<file path="src/rtl/kbd_entry_pkg.sv">
// Shared keypad scan codes and the number-entry state encoding.
package kbd_entry_pkg;

  // PS/2 set-2 keypad make codes as delivered by kbd_if
  localparam logic [7:0] KP_0            = 8'h70;
  localparam logic [7:0] KP_1            = 8'h69;
  localparam logic [7:0] KP_2            = 8'h72;
  localparam logic [7:0] KP_3            = 8'h7A;
  localparam logic [7:0] KP_4            = 8'h6B;
  localparam logic [7:0] KP_5            = 8'h73;
  localparam logic [7:0] KP_6            = 8'h74;
  localparam logic [7:0] KP_7            = 8'h6C;
  localparam logic [7:0] KP_8            = 8'h75;
  localparam logic [7:0] KP_9            = 8'h7D;
  localparam logic [7:0] KP_STAR         = 8'h7C;
  localparam logic [7:0] KP_MINUS        = 8'h7B;
  localparam logic [7:0] KP_KEY_RELEASED = 8'hF0;
  localparam logic [7:0] KP_INVALID      = 8'h00;

  typedef enum logic [1:0] {
    KE_IDLE  = 2'd0,
    KE_HELD  = 2'd1,
    KE_BREAK = 2'd2
  } ke_state_e;

  // Non-digit keys that still count as a press to act on
  function automatic logic is_cmd_code(input logic [7:0] code);
    return (code == KP_STAR) || (code == KP_MINUS);
  endfunction

endpackage

</file>
<file path="src/rtl/kbd_entry_digit_decode.sv">
// Maps a keypad scan code to its BCD digit value.
module kp_digit_decode
  import kbd_entry_pkg::*;
(
  input  logic [7:0] key_i,
  output logic       is_digit_o,
  output logic [3:0] digit_o
);

  // Lookup from shared keycode constants; anything else is not a digit
  always_comb begin
    is_digit_o = 1'b1;
    digit_o    = 4'd0;
    case (key_i)
      KP_0:    digit_o = 4'd0;
      KP_1:    digit_o = 4'd1;
      KP_2:    digit_o = 4'd2;
      KP_3:    digit_o = 4'd3;
      KP_4:    digit_o = 4'd4;
      KP_5:    digit_o = 4'd5;
      KP_6:    digit_o = 4'd6;
      KP_7:    digit_o = 4'd7;
      KP_8:    digit_o = 4'd8;
      KP_9:    digit_o = 4'd9;
      default: is_digit_o = 1'b0;
    endcase
  end

endmodule

</file>
<file path="src/rtl/kbd_entry.sv">
// Keypad number entry: make/break tracking, signed BCD entry buffer and commit.
module kbd_entry
  import kbd_entry_pkg::*;
#(
  parameter int unsigned DIGITS = 4
)
(
  input  logic                  clk,
  input  logic                  reset,
  input  logic [7:0]            key,
  input  logic                  key_stb,
  output logic [4*DIGITS-1:0]   entry_bcd,
  output logic                  entry_neg,
  output logic [3:0]            entry_cnt,
  output logic [4*DIGITS-1:0]   value_bcd,
  output logic                  value_neg,
  output logic                  value_stb,
  output logic                  overflow
);

  localparam logic [3:0] DIGITS_CNT = 4'(DIGITS);

  ke_state_e             state_q, state_d;
  logic [7:0]            held_q, held_d;
  logic                  act;
  logic                  key_is_digit;
  logic [3:0]            key_digit;
  logic                  key_is_make;
  logic                  do_digit, do_minus, do_star;
  logic                  entry_zero;
  logic [4*DIGITS-1:0]   entry_shifted;

  logic [4*DIGITS-1:0]   entry_bcd_q, value_bcd_q;
  logic [3:0]            entry_cnt_q;
  logic                  entry_neg_q, value_neg_q, value_stb_q, overflow_q;

  kp_digit_decode u_decode (
    .key_i      (key),
    .is_digit_o (key_is_digit),
    .digit_o    (key_digit)
  );

  assign key_is_make = key_is_digit || is_cmd_code(key);

  // State and held make code; held_code starts as KP_INVALID so nothing matches it
  always_ff @(posedge clk or posedge reset) begin
    if (reset) begin
      state_q <= KE_IDLE;
      held_q  <= KP_INVALID;
    end else begin
      state_q <= state_d;
      held_q  <= held_d;
    end
  end

  // Make/break tracking: decides whether this strobe is a fresh press to act on
  always_comb begin
    state_d = state_q;
    held_d  = held_q;
    act     = 1'b0;
    if (key_stb) begin
      unique case (state_q)
        KE_IDLE: begin
          if (key_is_make) begin
            act     = 1'b1;
            held_d  = key;
            state_d = KE_HELD;
          end else if (key == KP_KEY_RELEASED) begin
            state_d = KE_BREAK;
          end
        end
        KE_HELD: begin
          if (key == KP_KEY_RELEASED) begin
            state_d = KE_BREAK;
          end else if (key_is_make && (key != held_q)) begin
            act    = 1'b1;
            held_d = key;
          end
        end
        KE_BREAK: begin
          state_d = (key == held_q) ? KE_IDLE : KE_HELD;
        end
        default: state_d = KE_IDLE;
      endcase
    end
  end

  // Action decode for the accepted press plus the shifted-in buffer image
  always_comb begin
    do_digit              = act && key_is_digit;
    do_minus              = act && (key == KP_MINUS);
    do_star               = act && (key == KP_STAR);
    entry_zero            = (entry_bcd_q == '0);
    entry_shifted         = entry_bcd_q << 4;
    entry_shifted[3:0]    = key_digit;
  end

  // Entry buffer, sign, overflow and commit registers
  always_ff @(posedge clk or posedge reset) begin
    if (reset) begin
      entry_bcd_q <= '0;
      entry_neg_q <= 1'b0;
      entry_cnt_q <= 4'd0;
      overflow_q  <= 1'b0;
      value_bcd_q <= '0;
      value_neg_q <= 1'b0;
      value_stb_q <= 1'b0;
    end else begin
      value_stb_q <= do_star;
      if (do_star) begin
        value_bcd_q <= entry_bcd_q;
        value_neg_q <= entry_neg_q && !entry_zero;
        entry_bcd_q <= '0;
        entry_neg_q <= 1'b0;
        entry_cnt_q <= 4'd0;
        overflow_q  <= 1'b0;
      end else if (do_digit) begin
        if (entry_cnt_q < DIGITS_CNT) begin
          entry_bcd_q <= entry_shifted;
          entry_cnt_q <= entry_cnt_q + 4'd1;
        end else begin
          overflow_q  <= 1'b1;
        end
      end else if (do_minus) begin
        entry_neg_q <= !entry_neg_q;
      end
    end
  end

  assign entry_bcd = entry_bcd_q;
  assign entry_neg = entry_neg_q;
  assign entry_cnt = entry_cnt_q;
  assign value_bcd = value_bcd_q;
  assign value_neg = value_neg_q;
  assign value_stb = value_stb_q;
  assign overflow  = overflow_q;

endmodule

</file>
<file path="config.mk">
export PLATFORM = sky130hd
export DESIGN_NAME = kbd_entry
export DESIGN_NICKNAME = d
export VERILOG_FILES = /design/src/rtl/kbd_entry_pkg.sv /design/src/rtl/kbd_entry_digit_decode.sv /design/src/rtl/kbd_entry.sv
export SDC_FILE = /design/constraint.sdc
export NUM_CORES = 1
export LEC_CHECK = 0
export BUFFER_PORTS_ARGS = -buffer_cell sky130_fd_sc_hd__buf_2
export CAP_MARGIN = 10
export CELL_PAD_IN_SITES_DETAIL_PLACEMENT = 0
export CELL_PAD_IN_SITES_GLOBAL_PLACEMENT = 2
export CORE_MARGIN = 4
export CORE_UTILIZATION = 38
export DETAILED_ROUTE_END_ITERATION = 8
export PLACE_DENSITY = 0.85
export SYNTH_ARGS = -nofsm -noshare
export SYNTH_HDL_FRONTEND = slang
export SYNTH_SLANG_ARGS = --single-unit
export TNS_END_PERCENT = 5
</file>
<file path="constraint.sdc">
create_clock -name clk -period 2.8 [get_ports clk]
set_input_delay 0.84 -clock clk [delete_from_list [all_inputs] [get_ports clk]]
set_output_delay 0.84 -clock clk [all_outputs]
set_load 0.005 [all_outputs]
</file>
==> results of run 1 <==
[sequential cells by signal, summed over array words and instances, names as in the netlist]
name / count
entry_cnt: 4
value_bcd: 16
overflow: 1
entry_neg: 1
entry_bcd: 16
state_q: 2
held_q: 8
value_neg: 1
value_stb: 1
[layer usage]
| layer | share of wire (%) | GRT usage [%] |
|---|---|---|
| met5 | 0 | 0 |
| met4 | 1.2 | 4.52 |
| met3 | 3.7 | 3.40 |
| met2 | 46 | 23.4 |
| met1 | 49 | 19.7 |
[stage by stage]
step / instances / hold WS [ns] / area [µm²] / util (%) / power (mW)
floorplan: 233 / 0.462 / 2640 / - / 1.01
global placement: 376 / 0.481 / 3030 / 44.6 / 1.08
detailed placement: 376 / 0.480 / 3030 / 44.6 / 1.09
CTS: 384 / 0.505 / 3130 / 46.1 / 1.55
global route: 384 / 0.529 / 3130 / 46.1 / 1.61
finish: 384 / 0.505 / 3130 / 46.1 / 1.52
[final cells by class]
| type | instances | area, µm² |
|---|---|---|
| fill | 678 | 3660 |
| multi-input combinational | 161 | 1270 |
| clock buffer | 5 | 68.8 |
| sequential | 50 | 1250 |
| inverter | 6 | 25.0 |
| clock inverter | 3 | 28.8 |
| timing repair buffer | 63 | 360 |
| tap | 96 | 120 |
[final timing paths]
| check | from | endpoint | cells after the start |
|---|---|---|---|
| max | key[2] | held_q[3] | 6 |
| min | held_q[6] | held_q[6] | 1 |
| max reg2reg | state_q[1] | held_q[3] | 5 |
| min reg2reg | held_q[6] | held_q[6] | 1 |
| max in group asynchronous | reset | value_bcd[11] | 3 |
| min in group asynchronous | reset | entry_bcd[6] | 3 |
[worst max-delay path, stage by stage]
cell and delay (ns):
buf_2 0.20, and4bb_1 0.24, a41oi_1 0.28, o21ai_2 0.15, a211oi_4 0.40, mux2_2 0.38
[cell families after synthesis]
| logic type | Yosys count | share of synthesized area (%) |
|---|---|---|
| AO/OA/AOI/OAI | 35 | 11.0 |
| XOR/XNOR | 10 | 3.31 |
| adder cells (fa/ha/maj) | 1 | 0.473 |
| buffers and inverters | 22 | 4.45 |
| flip-flops | 50 | 47.3 |
| multiplexers | 40 | 17.3 |
| AND/OR/NAND/NOR | 75 | 16.1 |
[where the power goes]
group	total [mW]	switching [mW]	internal, mW
clock	0.457	0.269	0.187
sequential	0.811	0.0392	0.772
combinational	0.256	0.134	0.121
[Yosys cell counts, types with 2 or more instances]
cell type,number
a2111oi_0,2
a211oi_1,2
a21oi_1,3
a2bb2oi_1,2
and4_1,2
buf_2,6
buf_6,3
clkbuf_1,4
clkbuf_2,2
dfrtp_1,50
inv_1,5
mux2_2,14
mux2_4,8
mux2i_1,18
nand2_1,7
nand2b_1,5
nand3_1,21
nand4_1,4
nand4b_1,2
nor2_1,9
nor2b_1,2
nor3_1,5
nor4_1,5
o21ai_0,6
o22ai_1,2
or2_2,3
or3_1,3
xnor2_1,10
==> impl_metrics.csv, run 1 <==
group,metric,value,unit
outcome,status,"complete, no violations",
die,die_area,0.00836,mm²
worst_setup_path,worstSetupPathType,"primary input to flop",
synth,synth_area_leaders,"dfrtp_1, mux2i_1, mux2_2",
sta,setup_viol_count_final,0,
job,max-cap-violations,0,
die,core-area,0.00679,mm²
routing,wirelength,5.96,mm
synth,async_reset_ff_share,100,%
synth,yosysTopAreaCell,"dfrtp_1",
routing,remaining_drc_errors,0,
cts,clockBufferDepth,2,
global_routing,grt_pass1_wl,9.85,mm
routing,antenna_left,0,
cts,ctsHtreeMaxLevel,2,
worst_setup_path,start_kind,"primary input",
worst_setup_path,critPathRequiredTime,3.00,ns
synth,seq_area_frac_synth,47.3,%
global_routing,grt_pass1_vias,1979,
sta,fin_crit_sh,82.1,%
synth,ys_warn_count,0,
synth,ys_seq_elements,50,
die,num_rows,30,
synth,synth_edf_count,0,
sta,finalMaxSlewViolations,0,
worst_setup_path,reg2reg_setup_slack,0.88,ns
die,initial_core_util,38.9,%
synth,avgSynthCellArea,11.3,µm²
cells_and_area,drive_gt1_share,36.1,%
worst_setup_path,crit_fanout,12,
sta,tns,0,ns
synth,synth_cells,233,
cts,cts.repair.resized,0,
sta,finalHoldViolCount,0,
sta,fmax,435,MHz
cts,clk_pin_slew,0.10,ns
global_routing,antenna_found_initial,0,
routing,detail_route.first_pass.iterations,4,
sta,grt_setup_unrepaired,"no",
synth,synth_top_area_share,47.3,%
sta,fin_crit,2.30,ns
worst_hold_path,hold_path.class,"flop to flop",
cells_and_area,n_antenna_cell,0,
cts,post_cts_buffers,0,
cells_and_area,fin_nets,299,
sta,worst_slew_pin_slew,0.646,ns
synth,synth_nets,245,
global_routing,grt_overflow,0,
die,die_y,91.4,µm
power_and_ir_drop,power.leakage,1.57,nW
die,die_x,91.4,µm
synth,synth.distinct_cells,56,
sta,slew_headroom,57.0,%
global_routing,grtUsageTotal,14.7,%
place,place_ws,0.156,ns
cells_and_area,syn2layout_area_growth,18.4,%
synth,ys.flop_type,"dfrtp_1",
cts,clock_sinks,50,
sta,fin_ws,0.501,ns
worst_setup_path,cp-end-kind,"flop",
place,portBuffers,50,
routing,wl_per_cell,15.5,µm
place,hpwl,4.33,mm
routing,vias,1977,
cts,cts_buffers,5,
power_and_ir_drop,cellPowerDensity,487,mW/mm²
global_routing,grt_max_degree,51,
cells_and_area,final_cell_mix,"dfrtp_1, buf_2, nand3_1",
worst_setup_path,worst_ep_arrival_time,2.50,ns
sta,fin_skew,0.00968,ns
cts,clkLatencyLatePin,0.32,ns
routing,first_iter_violations,51,
die,io_pins,51,
power_and_ir_drop,irDropWorstVdd,0.270,mV
cts,cts_tree,"done",
routing,vias_per_cell,5.15,
cts,cts_root_buf,"clkbuf_8",
place,gp_congestion,0.810,
synth,synth_area,0.00264,mm²
cts,postCtsHoldBufs,0,
Power figures use the tool's default switching activity.
==> run 2, diff against run 1 <==
- CORE_UTILIZATION: 38 -> 32
- PLACE_DENSITY: 0.85 -> 0.76
- clock period: 2.8 -> 2 ns (I/O delays scaled with it)
==> run 2 against run 1 <==
Net effect:
- setup slack lost 0.44 ns
- core utilization fell by 3.7 points
- global-route usage is 0.79 points lower
- sequential share of layout area fell by 2.5 points
- critical path type unchanged
==> impl_metrics.csv, run 2 (synthesized netlist as in run 1, its figures left out) <==
group,metric,value,unit
sta,finalMaxSlewViolations,0,
die,num_rows,32,
outcome,status,"complete, no violations",
routing,vias,2100,
worst_setup_path,start_kind,"primary input",
global_routing,grtUsageTotal,13.9,%
cts,post_cts_buffers,0,
cells_and_area,n_antenna_cell,0,
cts,cts_root_buf,"clkbuf_8",
cts,clockBufferDepth,2,
cells_and_area,final_cell_mix,"dfrtp_1, buf_2, buf_4",
sta,fin_ws,0.0650,ns
sta,fin_crit,1.93,ns
sta,slew_headroom,70.3,%
sta,fin_skew,0.0192,ns
routing,vias_per_cell,5.08,
cts,clk_pin_slew,0.11,ns
cts,cts_tree,"done",
cells_and_area,syn2layout_area_growth,26.4,%
global_routing,grt_pass1_vias,2164,
die,io_pins,51,
sta,worst_slew_pin_slew,0.445,ns
cts,clkLatencyLatePin,0.31,ns
power_and_ir_drop,cellPowerDensity,651,mW/mm²
sta,fin_crit_sh,96.7,%
routing,antenna_left,0,
power_and_ir_drop,irDropWorstVdd,0.251,mV
sta,grt_setup_unrepaired,"yes",
cts,cts.repair.resized,0,
job,max-cap-violations,0,
worst_setup_path,worstSetupPathType,"primary input to flop",
routing,wl_per_cell,15.8,µm
die,core-area,0.00789,mm²
cells_and_area,fin_nets,322,
die,die_y,98.9,µm
global_routing,grt_pass1_wl,11.0,mm
sta,fmax,517,MHz
worst_setup_path,cp-end-kind,"flop",
worst_setup_path,crit_fanout,16,
die,die_x,98.9,µm
global_routing,grt_max_degree,51,
cts,clock_sinks,50,
routing,first_iter_violations,119,
die,die_area,0.00978,mm²
die,initial_core_util,33.5,%
sta,setup_viol_count_final,0,
cts,cts_buffers,5,
cts,ctsHtreeMaxLevel,2,
cells_and_area,drive_gt1_share,42.4,%
cts,postCtsHoldBufs,0,
routing,wirelength,6.53,mm
routing,remaining_drc_errors,0,
global_routing,antenna_found_initial,0,
power_and_ir_drop,power.leakage,1.68,nW
worst_setup_path,worst_ep_arrival_time,2.13,ns
global_routing,grt_overflow,0,
routing,detail_route.first_pass.iterations,4,
sta,finalHoldViolCount,0,
place,place_ws,-0.325,ns
sta,tns,0,ns
worst_setup_path,critPathRequiredTime,2.19,ns
place,hpwl,4.95,mm
worst_hold_path,hold_path.class,"primary input to asynchronous set/reset pin",
place,gp_congestion,0.885,
place,portBuffers,50,
## run 2: report_power, final
group	switching, mW	total, mW	internal [mW]
logic	0.205	0.414	0.209
registers	0.0581	1.14	1.08
clock network	0.365	0.623	0.258
total	0.628	2.18	1.55
## run 2: cell type report
cell class / instances / area, µm²
well taps: 102 / 128
flip-flops and latches: 50 / 1250
multi-input cells: 161 / 1300
inverters: 6 / 25.0
repair buffers: 86 / 546
clock buffers: 5 / 68.8
clock inverters: 3 / 26.3
fillers: 763 / 4550
## run 2: per-stage QoR
stage	cells	total power [mW]	util (%)	instance area [µm²]	hold WS [ns]
final	413	2.18	42.4	3340	0.311
after global routing	413	2.31	42.4	3340	0.333
after CTS	413	2.21	42.3	3340	0.324
after detailed placement	405	1.57	41.1	3240	0.487
after global placement	405	1.57	41.1	3240	0.484
after floorplan	233	1.42	-	2680	0.462
## run 2: worst paths after layout
| kind | start | to | slack [ns] | depth (start not counted) |
|---|---|---|---|---|
| setup / recovery | key[3] | value_bcd[12] | 0.07 | 8 |
| hold / removal | reset | value_bcd[7] | 0.31 | 3 |
| setup reg to reg | state_q[1] | value_bcd[12] | 0.10 | 6 |
| hold reg to reg | held_q[5] | held_q[5] | 0.51 | 1 |
| max in group asynchronous | reset | held_q[3] | 1.44 | 3 |
| min in group clk | held_q[5] | held_q[5] | 0.51 | 1 |
## run 2: metal layers
layer,share of wire (%),GRT usage [%],wire length [µm]
met1,49,19.3,3220
met4,1.4,4.20,93
met3,3.9,2.69,258
met2,45,21.9,2970
met5,0,0,0
## run 2: critical path, cell delays in order
cell and delay [ns]:
buf_2 0.13, buf_4 0.18, xnor2_1 0.15, and4_4 0.21, a21oi_4 0.18, o21ai_4 0.08, inv_4 0.22, mux2_2 0.38
==> run 3, diff against run 2 <==
- CELL_PAD_IN_SITES_DETAIL_PLACEMENT: 0 -> unset
- CELL_PAD_IN_SITES_GLOBAL_PLACEMENT: 2 -> unset
- CORE_UTILIZATION: 32 -> 25
- PLACE_DENSITY: 0.76 -> 0.45
==> run 3 against run 2 <==
Net effect:
- clock power grew 14%
- critical path type unchanged
- via count grew 0.71%
- first-iteration DRC count grew 5.9%
- critical path depth is the same
- flip-flop and latch count is the same
==> impl_metrics.csv, run 3 (synthesized netlist as in run 1, its figures left out) <==
group,metric,value,unit
outcome,status,"complete, no violations",
sta,hold_slack,0.319,ns
place,gp_congestion,0.750,
cts,clk_pin_slew,0.10,ns
power_and_ir_drop,irDropWorstVdd,0.295,mV
global_routing,grtUsageTotal,11.3,%
worst_setup_path,crit_fanout,10,
cells_and_area,fin_nets,325,
cts,clkLatencyLatePin,0.30,ns
cts,clock_sinks,50,
sta,fin_crit_sh,98.0,%
die,initial_core_util,25.6,%
routing,first_iter_violations,126,
place,hpwl,5.08,mm
die,die_y,111,µm
global_routing,grt_pass1_vias,2172,
worst_setup_path,path_cells,"buf_2 -> buf_4 -> xnor2_1 -> and4_2 -> a21oi_4 -> o21ai_4 -> buf_4 -> mux2_2",
cts,post_cts_buffers,0,
worst_setup_path,path_buf_inv,3,
cts,cts_root_buf,"clkbuf_8",
sta,fmax,510,MHz
worst_hold_path,hold_path.class,"primary input to asynchronous set/reset pin",
worst_setup_path,worstSetupPathType,"primary input to flop",
sta,finalMaxSlewViolations,0,
routing,antenna_left,0,
die,io_pins,51,
cells_and_area,drive_gt1_share,43.5,%
die,die_area,0.0123,mm²
worst_setup_path,critPathTopFamily,"buffers and inverters",
worst_setup_path,crit_start,"key[3]",
global_routing,grt_overflow,0,
cts,cts_tree,"done",
die,num_rows,37,
die,core-area,0.0103,mm²
routing,wirelength,6.75,mm
routing,vias,2115,
cts,ctsHtreeMaxLevel,2,
sta,fin_skew,0.00708,ns
sta,grt_setup_unrepaired,"yes",
sta,fin_crit,1.96,ns
sta,tns,0,ns
cells_and_area,final_cell_mix,"dfrtp_1, buf_2, buf_4",
place,portBuffers,50,
job,max-cap-violations,0,
worst_setup_path,cp_slowest_cell,"mux2_2",
cells_and_area,stdcell_area,0.00345,mm²
worst_setup_path,worstReg2RegStart,"state_q[1]",
worst_setup_path,critPathRequiredTime,2.20,ns
cells_and_area,multi_input_area,0.00131,mm²
global_routing,grt_max_degree,51,
sta,slew_headroom,69.9,%
sta,worst_slew_pin_slew,0.450,ns
sta,finalHoldViolCount,0,
cells_and_area,n_antenna_cell,0,
cells_and_area,regArea,0.00125,mm²
global_routing,grt_pass1_wl,11.5,mm
sta,setup_viol_count_final,0,
worst_setup_path,cp-end-kind,"flop",
routing,detail_route.first_pass.iterations,4,
worst_setup_path,start_kind,"primary input",
cts,clockBufferDepth,2,
worst_setup_path,slowest_delay,0.33,ns
cts,cts.repair.resized,0,
cells_and_area,n_fill_cell,1057,
routing,vias_per_cell,4.71,
worst_setup_path,timing.critical_path.mode_cell,"buf_4",
cts,cts_buffers,5,
die,die_x,111,µm
power_and_ir_drop,cellPowerDensity,661,mW/mm²
routing,remaining_drc_errors,0,
global_routing,antenna_found_initial,0,
cts,postCtsHoldBufs,0,
worst_setup_path,worst_ep_arrival_time,2.15,ns
place,dpl-instance-area,0.00332,mm²
cells_and_area,syn2layout_area_growth,30.4,%
power_and_ir_drop,power.leakage,1.71,nW
routing,wl_per_cell,15.0,µm
[run 3: worst register-to-register path, cell delays in order, from the launching register on]
cell	delay (ns)
dfrtp_1	0.42
nand2b_1	0.23
buf_4	0.17
nor2_1	0.28
o21ai_4	0.13
inv_6	0.17
mux2_2	0.36
[run 3: worst paths after layout]
check / cells past startpoint / slack (ns) / end
max in group asynchronous: 3 / 1.43 / entry_bcd[3]
min in group clk: 1 / 0.51 / held_q[6]
setup reg to reg: 6 / 0.13 / value_bcd[8]
hold / removal: 3 / 0.32 / held_q[5]
hold reg to reg: 1 / 0.51 / held_q[6]
setup / recovery: 8 / 0.04 / value_bcd[15]
[run 3: layer usage]
layer	wire length [µm]	share of wire, %	vias up	GRT usage [%]
met5	0	0	-	0
met2	3180	47	38	18.0
met1	3260	48	1051	15.6
li1	-	-	1024	-
met3	257	3.8	2	2.24
met4	54	0.80	0	3.20
[run 3: per-stage QoR]
step | instances | worst slack (ns) | utilization [%] | total power [mW]
finish | 449 | 0.0408 | 33.4 | 2.28
global route | 449 | -0.0286 | 33.4 | 2.41
CTS | 449 | 0.0116 | 33.2 | 2.32
detailed placement | 442 | -0.317 | 32.2 | 1.58
global placement | 442 | -0.282 | 32.2 | 1.58
floorplan | 233 | -0.0854 | - | 1.42
[run 3: cell type report]
class,instances,area share [%]
timing repair buffer,89,16.8
multi-input combinational,161,38.0
inverter,6,0.799
clock buffer,5,2.00
sequential,50,36.3
clock inverter,2,1.13
tap,136,4.94
[run 3: power breakdown]
part,switching [mW],internal [mW],total [mW]
sequential,0.0637,1.08,1.14
combinational,0.206,0.216,0.422
clock,0.344,0.369,0.713
